<file path="config.mk">
export PLATFORM = sky130hd
export DESIGN_NAME = ldpc_varnode
export DESIGN_NICKNAME = d
export VERILOG_FILES = /design/src/rtl/ldpc_pkg.sv /design/src/rtl/ldpc_llr_sat.sv /design/src/rtl/ldpc_varnode.sv
export SDC_FILE = /design/constraint.sdc
export NUM_CORES = 1
export LEC_CHECK = 0
export ABC_AREA = 1
export BUFFER_PORTS_ARGS = -buffer_cell sky130_fd_sc_hd__buf_4
export CAP_MARGIN = 20
export CORE_ASPECT_RATIO = 0.7
export CORE_MARGIN = 4
export CORE_UTILIZATION = 43
export DETAILED_ROUTE_END_ITERATION = 8
export PLACE_DENSITY = 0.6
export SKIP_CTS_REPAIR_TIMING = 1
export SLEW_MARGIN = 20
export SYNTH_ARGS = -nofsm -noshare
export SYNTH_HDL_FRONTEND = slang
export SYNTH_SLANG_ARGS = --single-unit
</file>
<file path="constraint.sdc">
create_clock -name i_clock -period 5 [get_ports i_clock]
set_input_delay 0.25 -clock i_clock [delete_from_list [all_inputs] [get_ports i_clock]]
set_output_delay 0.25 -clock i_clock [all_outputs]
set_load 0.02 [all_outputs]
</file>
<file path="src/rtl/ldpc_pkg.sv">
// Shared types and helpers for the min-sum LDPC decoder datapath.
// Used by both the check-node (minsigner) and variable-node blocks.
package ldpc_pkg;

  localparam int LLR_W = 8;

  typedef logic signed [LLR_W-1:0] llr_t;

  // Clamping is symmetric, so the most negative code is never produced.
  localparam int LLR_MAX     = (2 ** (LLR_W - 1)) - 1;
  localparam int LLR_MIN_SYM = -LLR_MAX;

  typedef enum logic [1:0] {
    IDLE,
    ACCUM,
    EMIT
  } state_t;

  function automatic llr_t sat_llr(input logic signed [31:0] acc);
    if (acc > LLR_MAX) begin
      return llr_t'(LLR_MAX);
    end else if (acc < LLR_MIN_SYM) begin
      return llr_t'(LLR_MIN_SYM);
    end
    return llr_t'(acc);
  endfunction

endpackage

</file>
<file path="src/rtl/ldpc_llr_sat.sv">
// Combinational symmetric saturator: narrows a wide signed sum to an LLR,
// clamping to +/-(2^(LLR_W-1)-1).
module ldpc_llr_sat #(
  parameter int ACC_W = 12,
  parameter int LLR_W = 8
) (
  input  logic signed [ACC_W-1:0] i_acc,
  output logic signed [LLR_W-1:0] o_llr
);

  localparam logic signed [ACC_W-1:0] POS_LIM = ACC_W'((2 ** (LLR_W - 1)) - 1);
  localparam logic signed [ACC_W-1:0] NEG_LIM = -POS_LIM;

  always_comb begin
    o_llr = i_acc[LLR_W-1:0];
    if (i_acc > POS_LIM) begin
      o_llr = POS_LIM[LLR_W-1:0];
    end else if (i_acc < NEG_LIM) begin
      o_llr = NEG_LIM[LLR_W-1:0];
    end
  end

endmodule

</file>
<file path="src/rtl/ldpc_varnode.sv">
// Min-sum LDPC variable-node update: accumulates channel + check messages, then
// streams back saturated extrinsics (total - msg_k) with the hard decision.
module ldpc_varnode #(
  parameter int LLR_W   = 8,
  parameter int MAX_DEG = 8,
  parameter int ACC_W   = 12
) (
  input  logic                    i_clock,
  input  logic                    i_reset,
  input  logic signed [LLR_W-1:0] i_chan_llr,
  input  logic signed [LLR_W-1:0] i_data,
  input  logic                    i_valid,
  input  logic                    i_last,
  output logic                    o_ready,
  output logic signed [LLR_W-1:0] o_data,
  output logic                    o_hard,
  output logic                    o_last,
  output logic                    o_valid,
  input  logic                    i_ready,
  output logic                    o_overflow
);
  import ldpc_pkg::*;

  localparam int CNT_W = $clog2(MAX_DEG + 1);
  localparam int IDX_W = (MAX_DEG > 1) ? $clog2(MAX_DEG) : 1;

  state_t                  state, state_nxt;
  logic [CNT_W-1:0]        count, idx, idx_nxt;
  logic signed [ACC_W-1:0] acc, acc_in, acc_sel;
  logic signed [LLR_W-1:0] buf_q [2**IDX_W];
  logic signed [LLR_W-1:0] msg_sel, sat_out;
  logic signed [ACC_W:0]   diff;
  logic                    in_fire, out_fire, at_cap, beat_last, load_first;

  assign o_ready    = (state != EMIT);
  assign in_fire    = i_valid && o_ready;
  assign out_fire   = o_valid && i_ready;
  assign at_cap     = (count == CNT_W'(MAX_DEG - 1));
  assign beat_last  = i_last || at_cap;
  assign load_first = in_fire && beat_last;
  assign idx_nxt    = idx + CNT_W'(1);
  assign acc_in     = ((state == IDLE) ? ACC_W'(i_chan_llr) : acc) + ACC_W'(i_data);

  // The first extrinsic is formed from the in-flight total and message so it
  // can be registered on the same edge that accepts the closing beat.
  always_comb begin
    acc_sel = acc;
    msg_sel = buf_q[idx_nxt[IDX_W-1:0]];
    if (load_first) begin
      acc_sel = acc_in;
      msg_sel = (state == IDLE) ? i_data : buf_q[0];
    end
  end

  assign diff = (ACC_W + 1)'(acc_sel) - (ACC_W + 1)'(msg_sel);

  ldpc_llr_sat #(
    .ACC_W(ACC_W + 1),
    .LLR_W(LLR_W)
  ) u_sat (
    .i_acc(diff),
    .o_llr(sat_out)
  );

  always_comb begin
    state_nxt = state;
    case (state)
      IDLE, ACCUM: if (in_fire) state_nxt = beat_last ? EMIT : ACCUM;
      EMIT:        if (out_fire && o_last) state_nxt = IDLE;
      default:     state_nxt = IDLE;
    endcase
  end

  always_ff @(posedge i_clock or posedge i_reset) begin
    if (i_reset) state <= IDLE;
    else         state <= state_nxt;
  end

  always_ff @(posedge i_clock) begin
    if (in_fire) buf_q[count[IDX_W-1:0]] <= i_data;
  end

  always_ff @(posedge i_clock or posedge i_reset) begin
    if (i_reset) begin
      count      <= '0;
      idx        <= '0;
      acc        <= '0;
      o_valid    <= 1'b0;
      o_data     <= '0;
      o_hard     <= 1'b0;
      o_last     <= 1'b0;
      o_overflow <= 1'b0;
    end else if (in_fire) begin
      acc   <= acc_in;
      count <= count + CNT_W'(1);
      if (at_cap && !i_last) o_overflow <= 1'b1;
      if (beat_last) begin
        idx     <= '0;
        o_valid <= 1'b1;
        o_data  <= sat_out;
        o_hard  <= acc_in[ACC_W-1];
        o_last  <= (count == '0);
      end
    end else if (out_fire) begin
      if (o_last) begin
        o_valid <= 1'b0;
        o_last  <= 1'b0;
        count   <= '0;
      end else begin
        idx    <= idx_nxt;
        o_data <= sat_out;
        o_last <= (idx_nxt == count - CNT_W'(1));
      end
    end
  end

endmodule

</file>
* Yosys cells after proc, flatten, opt, wreduce, memory -nomap -nowiden
Memories as Yosys holds them, arrays and structs flattened. Cells that the tools add are included.
Operators by class: $add $sub $neg 5, order comparisons 2, equal/unequal tests 9, multiplexer cells 31, reduce and logical (&&, ||, !) cells 19
Operator list (count):
- $mux 8 | 8
- $mux 4 | 7
- $mux 12 | 2
- $gt 13x8->1 const B | 1
- $lt 13x8->1 const B | 1
- $sub 12x8->13 | 1
- $add 12x8->12 | 1
- $mux 1 | 10
- $reduce_and 2->1 | 5
- $add 4x1->4 const B | 2
- $mux 2 | 3
- $ne 2x2->1 const B | 3
- $reduce_and 3->1 | 2
- $logic_and 1x1->1 | 5
- $eq 4x3->1 const B | 1
- $eq 4x4->1 | 1
- $logic_not 4->1 | 1
- $ne 2x1->1 const B | 2
- $pmux 2 s2 | 1
- $reduce_bool 2->1 | 2
- $sub 4x1->4 const B | 1
- $eq 2x1->1 const B | 1
- $eq 2x2->1 const B | 1
- $logic_not 2->1 | 1
- other kinds (3) | 3
Word-level totals: bits in registers 34, bits in writable memories 64, input bits 21, output and inout port bits 13, memories kept 1
Memory list:
- buf_q | words 8, bits a word 8, read ports 2, clocked after Yosys merged registers in 0, write ports 1, RTL line ldpc_varnode.sv:30 | logic signed [LLR_W-1:0] buf_q [2**IDX_W];

* Longest topological paths before layout
word-level depth 11, depth in mapped cells 27

* Cells and area by module
Synthesis repeated with hierarchy kept, for this count alone.
Unflattened totals: cells, all modules 751, area total of the unflattened synthesis 6014.5 µm²
Modules (own cells, without submodules):
- ldpc_varnode | instances 1, cells each 714, area an instance 5860.6 µm², sequential area each 2772.7 µm²
- ldpc_llr_sat | instances 1, cells each 37, area an instance 153.9 µm², sequential area each 0.0 µm²

* Worst setup path after synthesis
No wires, ideal clock.
path type reg-to-reg, start register state[1], end register o_data[0], setup time 0.117 ns, data arrival time 3.752 ns, data required time 4.883 ns, path slack 1.131 ns, stages on the path, launching flop included 25, buffers on the path 2, period minus slack after synthesis 3.869 ns, cell sequence dfrtp_1 -> nor2_1 -> clkbuf_1 -> clkbuf_1 -> nand2_1 -> o21ai_0 -> ha_1 -> inv_1 -> fa_1 -> o31ai_1 -> xnor2_1 -> o21ai_0 -> ha_1 -> nand2_1 -> inv_1 -> nand2_1 -> nand3_2 -> nand2_2 -> nand3_1 -> nand2_2 -> nand3_2 -> o21bai_4 -> nand2_2 -> nor2_1 -> nor2_1
Between the ends: cells in the longest elaborated chain, start to end 11
RTL lines:
- from (decl) | RTL line ldpc_varnode.sv:27 | state_t state, state_nxt;
- from (signal assigned) | RTL line ldpc_varnode.sv:76 | else state <= state_nxt;
- $logic_not 2->1 / $ne 2x2->1 (equally long branches) | RTL line ldpc_varnode.sv:42, ldpc_varnode.sv:51, ldpc_varnode.sv:35
- $mux 12 / $logic_and 1x1->1 (equally long branches) | RTL line ldpc_varnode.sv:42, ldpc_varnode.sv:36
- $add 12x8->12 / $logic_and 1x1->1 (equally long branches) | RTL line ldpc_varnode.sv:42, ldpc_varnode.sv:40
- $mux 12 / $mux 8 (equally long branches) | RTL line ldpc_varnode.sv:49 | if (load_first) begin
- $sub 12x8->13 | RTL line ldpc_varnode.sv:55 | assign diff = (ACC_W + 1)'(acc_sel) - (ACC_W + 1)'(msg_sel);
- $lt 13x8->1 | RTL line ldpc_llr_sat.sv:18 | end else if (i_acc < NEG_LIM) begin
- $mux 8 | RTL line ldpc_llr_sat.sv:18
- $mux 8 | RTL line ldpc_llr_sat.sv:16 | if (i_acc > POS_LIM) begin
- $mux 8 | RTL line ldpc_varnode.sv:105 | if (o_last) begin
- $mux 8 | RTL line ldpc_varnode.sv:104 | end else if (out_fire) begin
- $mux 8 | RTL line ldpc_varnode.sv:93 | end else if (in_fire) begin
- to (signal assigned) | RTL line ldpc_varnode.sv:100 | o_data <= sat_out;
- to (signal assigned) | RTL line ldpc_varnode.sv:111 | o_data <= sat_out;
- to (decl) | RTL line ldpc_varnode.sv:15 | output logic signed [LLR_W-1:0] o_data,
Several ways; a longest one is shown, not always the timed one. The select of a mux whose other input is x is not followed. A chain may end at the register's enable or synchronous reset.

* Worst setup path after layout
start register state[1], end register o_data[4]
Same word-level chain as after synthesis.

==> results.json <==
{
  "status": "complete, no violations",
  "detail_route.iter0.violations": 344,
  "grt_pass1_wl_mm": 23.9,
  "fmax_ghz": 0.223,
  "slew_headroom_pct": 42.0,
  "vias_per_cell": 5.35,
  "startpoint_type": "register",
  "synth_area_leaders": "edfxtp_1 33%, dfrtp_1 15%, nand2_1 10%",
  "clock_skew_ps": 9.59,
  "grt.total_usage_pct": 19.2,
  "port_buffers": 33,
  "areaGrowthSynthToFinish_pct": 13.6,
  "yosysUniqueCellTypes": 37,
  "synth.yosys.seq_area_share_pct": 48.0,
  "cp.arrival_ps": 4750,
  "drive_gt1_share_pct": 12.0,
  "drc": 0,
  "grt_overflow": 0,
  "hp-class": "in2async",
  "rsz0062_at_grt": "no",
  "synth_area_um2": 5770,
  "end_kind": "register",
  "cts_inserted_buffers": 9,
  "clkSinkCount": 98,
  "antenna_cells": 0,
  "cts_root_buf": "clkbuf_16",
  "syn_inst": 692,
  "cts_tree": "done",
  "grt_antenna_before_repair": 0,
  "io_pins": 34,
  "synth_nets": 742,
  "synth_area_per_cell_um2": 8.34,
  "worst_pin_slew_ps": 867,
  "core_region_area_um2": 13100,
  "cts.reportedPaths.clkPinSlew_ps": 70,
  "cp.required_ps": 5270,
  "die_x_um": 146,
  "place.gp.congestion": 0.940,
  "rows": 35,
  "avgRoutedWirePerCell_um": 15.7,
  "dp_hpwl_mm": 10.5,
  "ys_ff_latch": 98,
  "crit_fanout": 12,
  "period_needed_ps": 4490,
  "hold_viol_final": 0,
  "yosys_warnings": 0,
  "dr.pass1.iters": 5,
  "clock_path_buffers": 2,
  "slew_viol_final": 0,
  "final_util_pct": 49.9,
  "die_h_um": 105,
  "start_util_pct": 43.9,
  "ant_nets": 0,
  "grt_max_degree": 45,
  "route.vias.total": 4804,
  "path_class": "reg2reg",
  "die_area_um2": 15400,
  "yosys.area.top_type": "edfxtp_1",
  "cts_max_level": 3,
  "wl_mm": 14.1,
  "nets": 777,
  "tns_ps": 0,
  "worstSkewPairLatency_ps": 350,
  "timing.final.crit_share_pct": 89.8,
  "maxCapViolCount": 0,
  "netlist.area_leader.share_pct": 33.3,
  "grt_pass1_vias": 4597,
  "setup_viol": 0
}
[logic make-up (layout without fill, tap and decap cells)]
logic type                 count (synthesis)  after routing  share of synthesized area [%]
adders and majority gates                 29             29                           6.55
AOI/OAI and AO/OA                        140            140                           13.9
buffers and inverters                    105            145                           6.85
xor gates and xnor gates                  17             17                           2.58
DFF                                       98             98                           48.0
and+or+nand+nor                          303            303                           22.0
[per-stage QoR]
stage	hold WS, ps	std cells	area (um2)	setup WS [ps]
final	8.66	898	6560	511
after global routing	63.0	898	6560	51.0
after CTS	32.5	898	6550	337
after detailed placement	410	882	6240	406
after global placement	391	882	6240	459
after floorplan	349	692	5770	1130
[state kept, by name, indices dropped and copies added (netlist names)]
register / count
buf_q: 64
o_data: 8
acc: 12
state: 2
idx: 4
o_hard: 1
o_valid: 1
o_last: 1
o_overflow: 1
count: 4
[placed cells by master, fill, tap and decap left out, types with 2 or more instances in the layout]
master,n
inv_8,3
nor2_4,2
nor3_1,7
nand3_2,3
nand4_1,9
a21oi_1,30
inv_2,5
a21o_1,2
inv_1,80
fa_1,2
xnor2_1,7
inv_6,3
nand3_1,33
o21ai_1,2
o31ai_1,4
nand2_1,156
o211ai_1,7
dfrtp_1,34
clkbuf_16,9
buf_4,44
a31oi_1,3
edfxtp_1,64
nor2_1,78
o22ai_1,2
xor2_1,10
nand2_2,11
ha_1,27
nor2_2,3
a211oi_1,2
o221ai_1,7
o21ai_0,75
[layer usage]
metal  share of wire, %  vias to the layer above  global-route usage, %  wire length, um
met5                  0                        -                      0                0
met4               0.70                        0                   4.09               99
met3                5.1                       12                   3.73              718
met2                 41                      118                   27.0             5800
met1                 53                     2287                   30.4             7490
li1                   -                     2387                      -                -
[path summary, 6_finish.rpt]
path                                   startpoint                endpoint  slack, ps  cells past startpoint
setup reg to reg             state[1]$_DFFE_PP0P_   o_data[4]$_DFFE_PP0P_        510                     25
min in group i_clock                    i_data[2]   buf_q[6][2]$_DFFE_PP_        160                      1
hold reg to reg            o_overflow$_DFFE_PP0P_  o_overflow$_DFFE_PP0P_        470                      1
setup / recovery             state[1]$_DFFE_PP0P_   o_data[4]$_DFFE_PP0P_        510                     25
hold / removal                            i_reset   o_data[3]$_DFFE_PP0P_          9                      3
max in group asynchronous                 i_reset      acc[3]$_DFFE_PP0P_       4640                      3
[critical path, stage by stage (launching register included)]
cell	delay (ps)
dfrtp_1	440
nor2_4	280
buf_4	200
inv_1	150
nor2_2	200
nor2_1	80
ha_1	340
nand2_1	130
nor2_1	60
nand3_1	110
nand3_1	130
nand2_1	80
inv_1	30
o21ai_0	180
nand3_1	120
nand3_1	120
o21ai_0	160
ha_1	400
inv_1	120
nor3_1	190
nand2_1	80
a22oi_2	280
inv_2	70
nor2_2	180
nor2_4	60
a21oi_1	180
[Yosys cell counts (all sizes together)]
cell and number:
nand4 9, a211oi 2, edfxtp 64, o211ai 7
o21ai 78, nand3 36, a21oi 30, dfrtp 34
o31ai 4, clkbuf 18, nand2 167, nand3b 1
o21bai 2, fa 2, a22oi 2, a31oi 3
a21o 2, ha 27, xnor2 7, a31o 1
inv 85, nor2 83, xor2 10, buf 2
o221ai 7, o22ai 2, nor3 7
[layout make-up]
class / instances / area, um2
Multi-Input combinational cell: 489 / 2610
Clock buffer: 9 / 225
Timing Repair Buffer: 44 / 330
Sequential cell: 98 / 2770
Clock inverter: 7 / 90.1
Tap cell: 166 / 208
Fill cell: 1251 / 6580
Inverter: 85 / 319
Power is left out: the tool's default activity adds up to more than one toggle a clock period on the data nets, which glitch-free logic cannot reach.
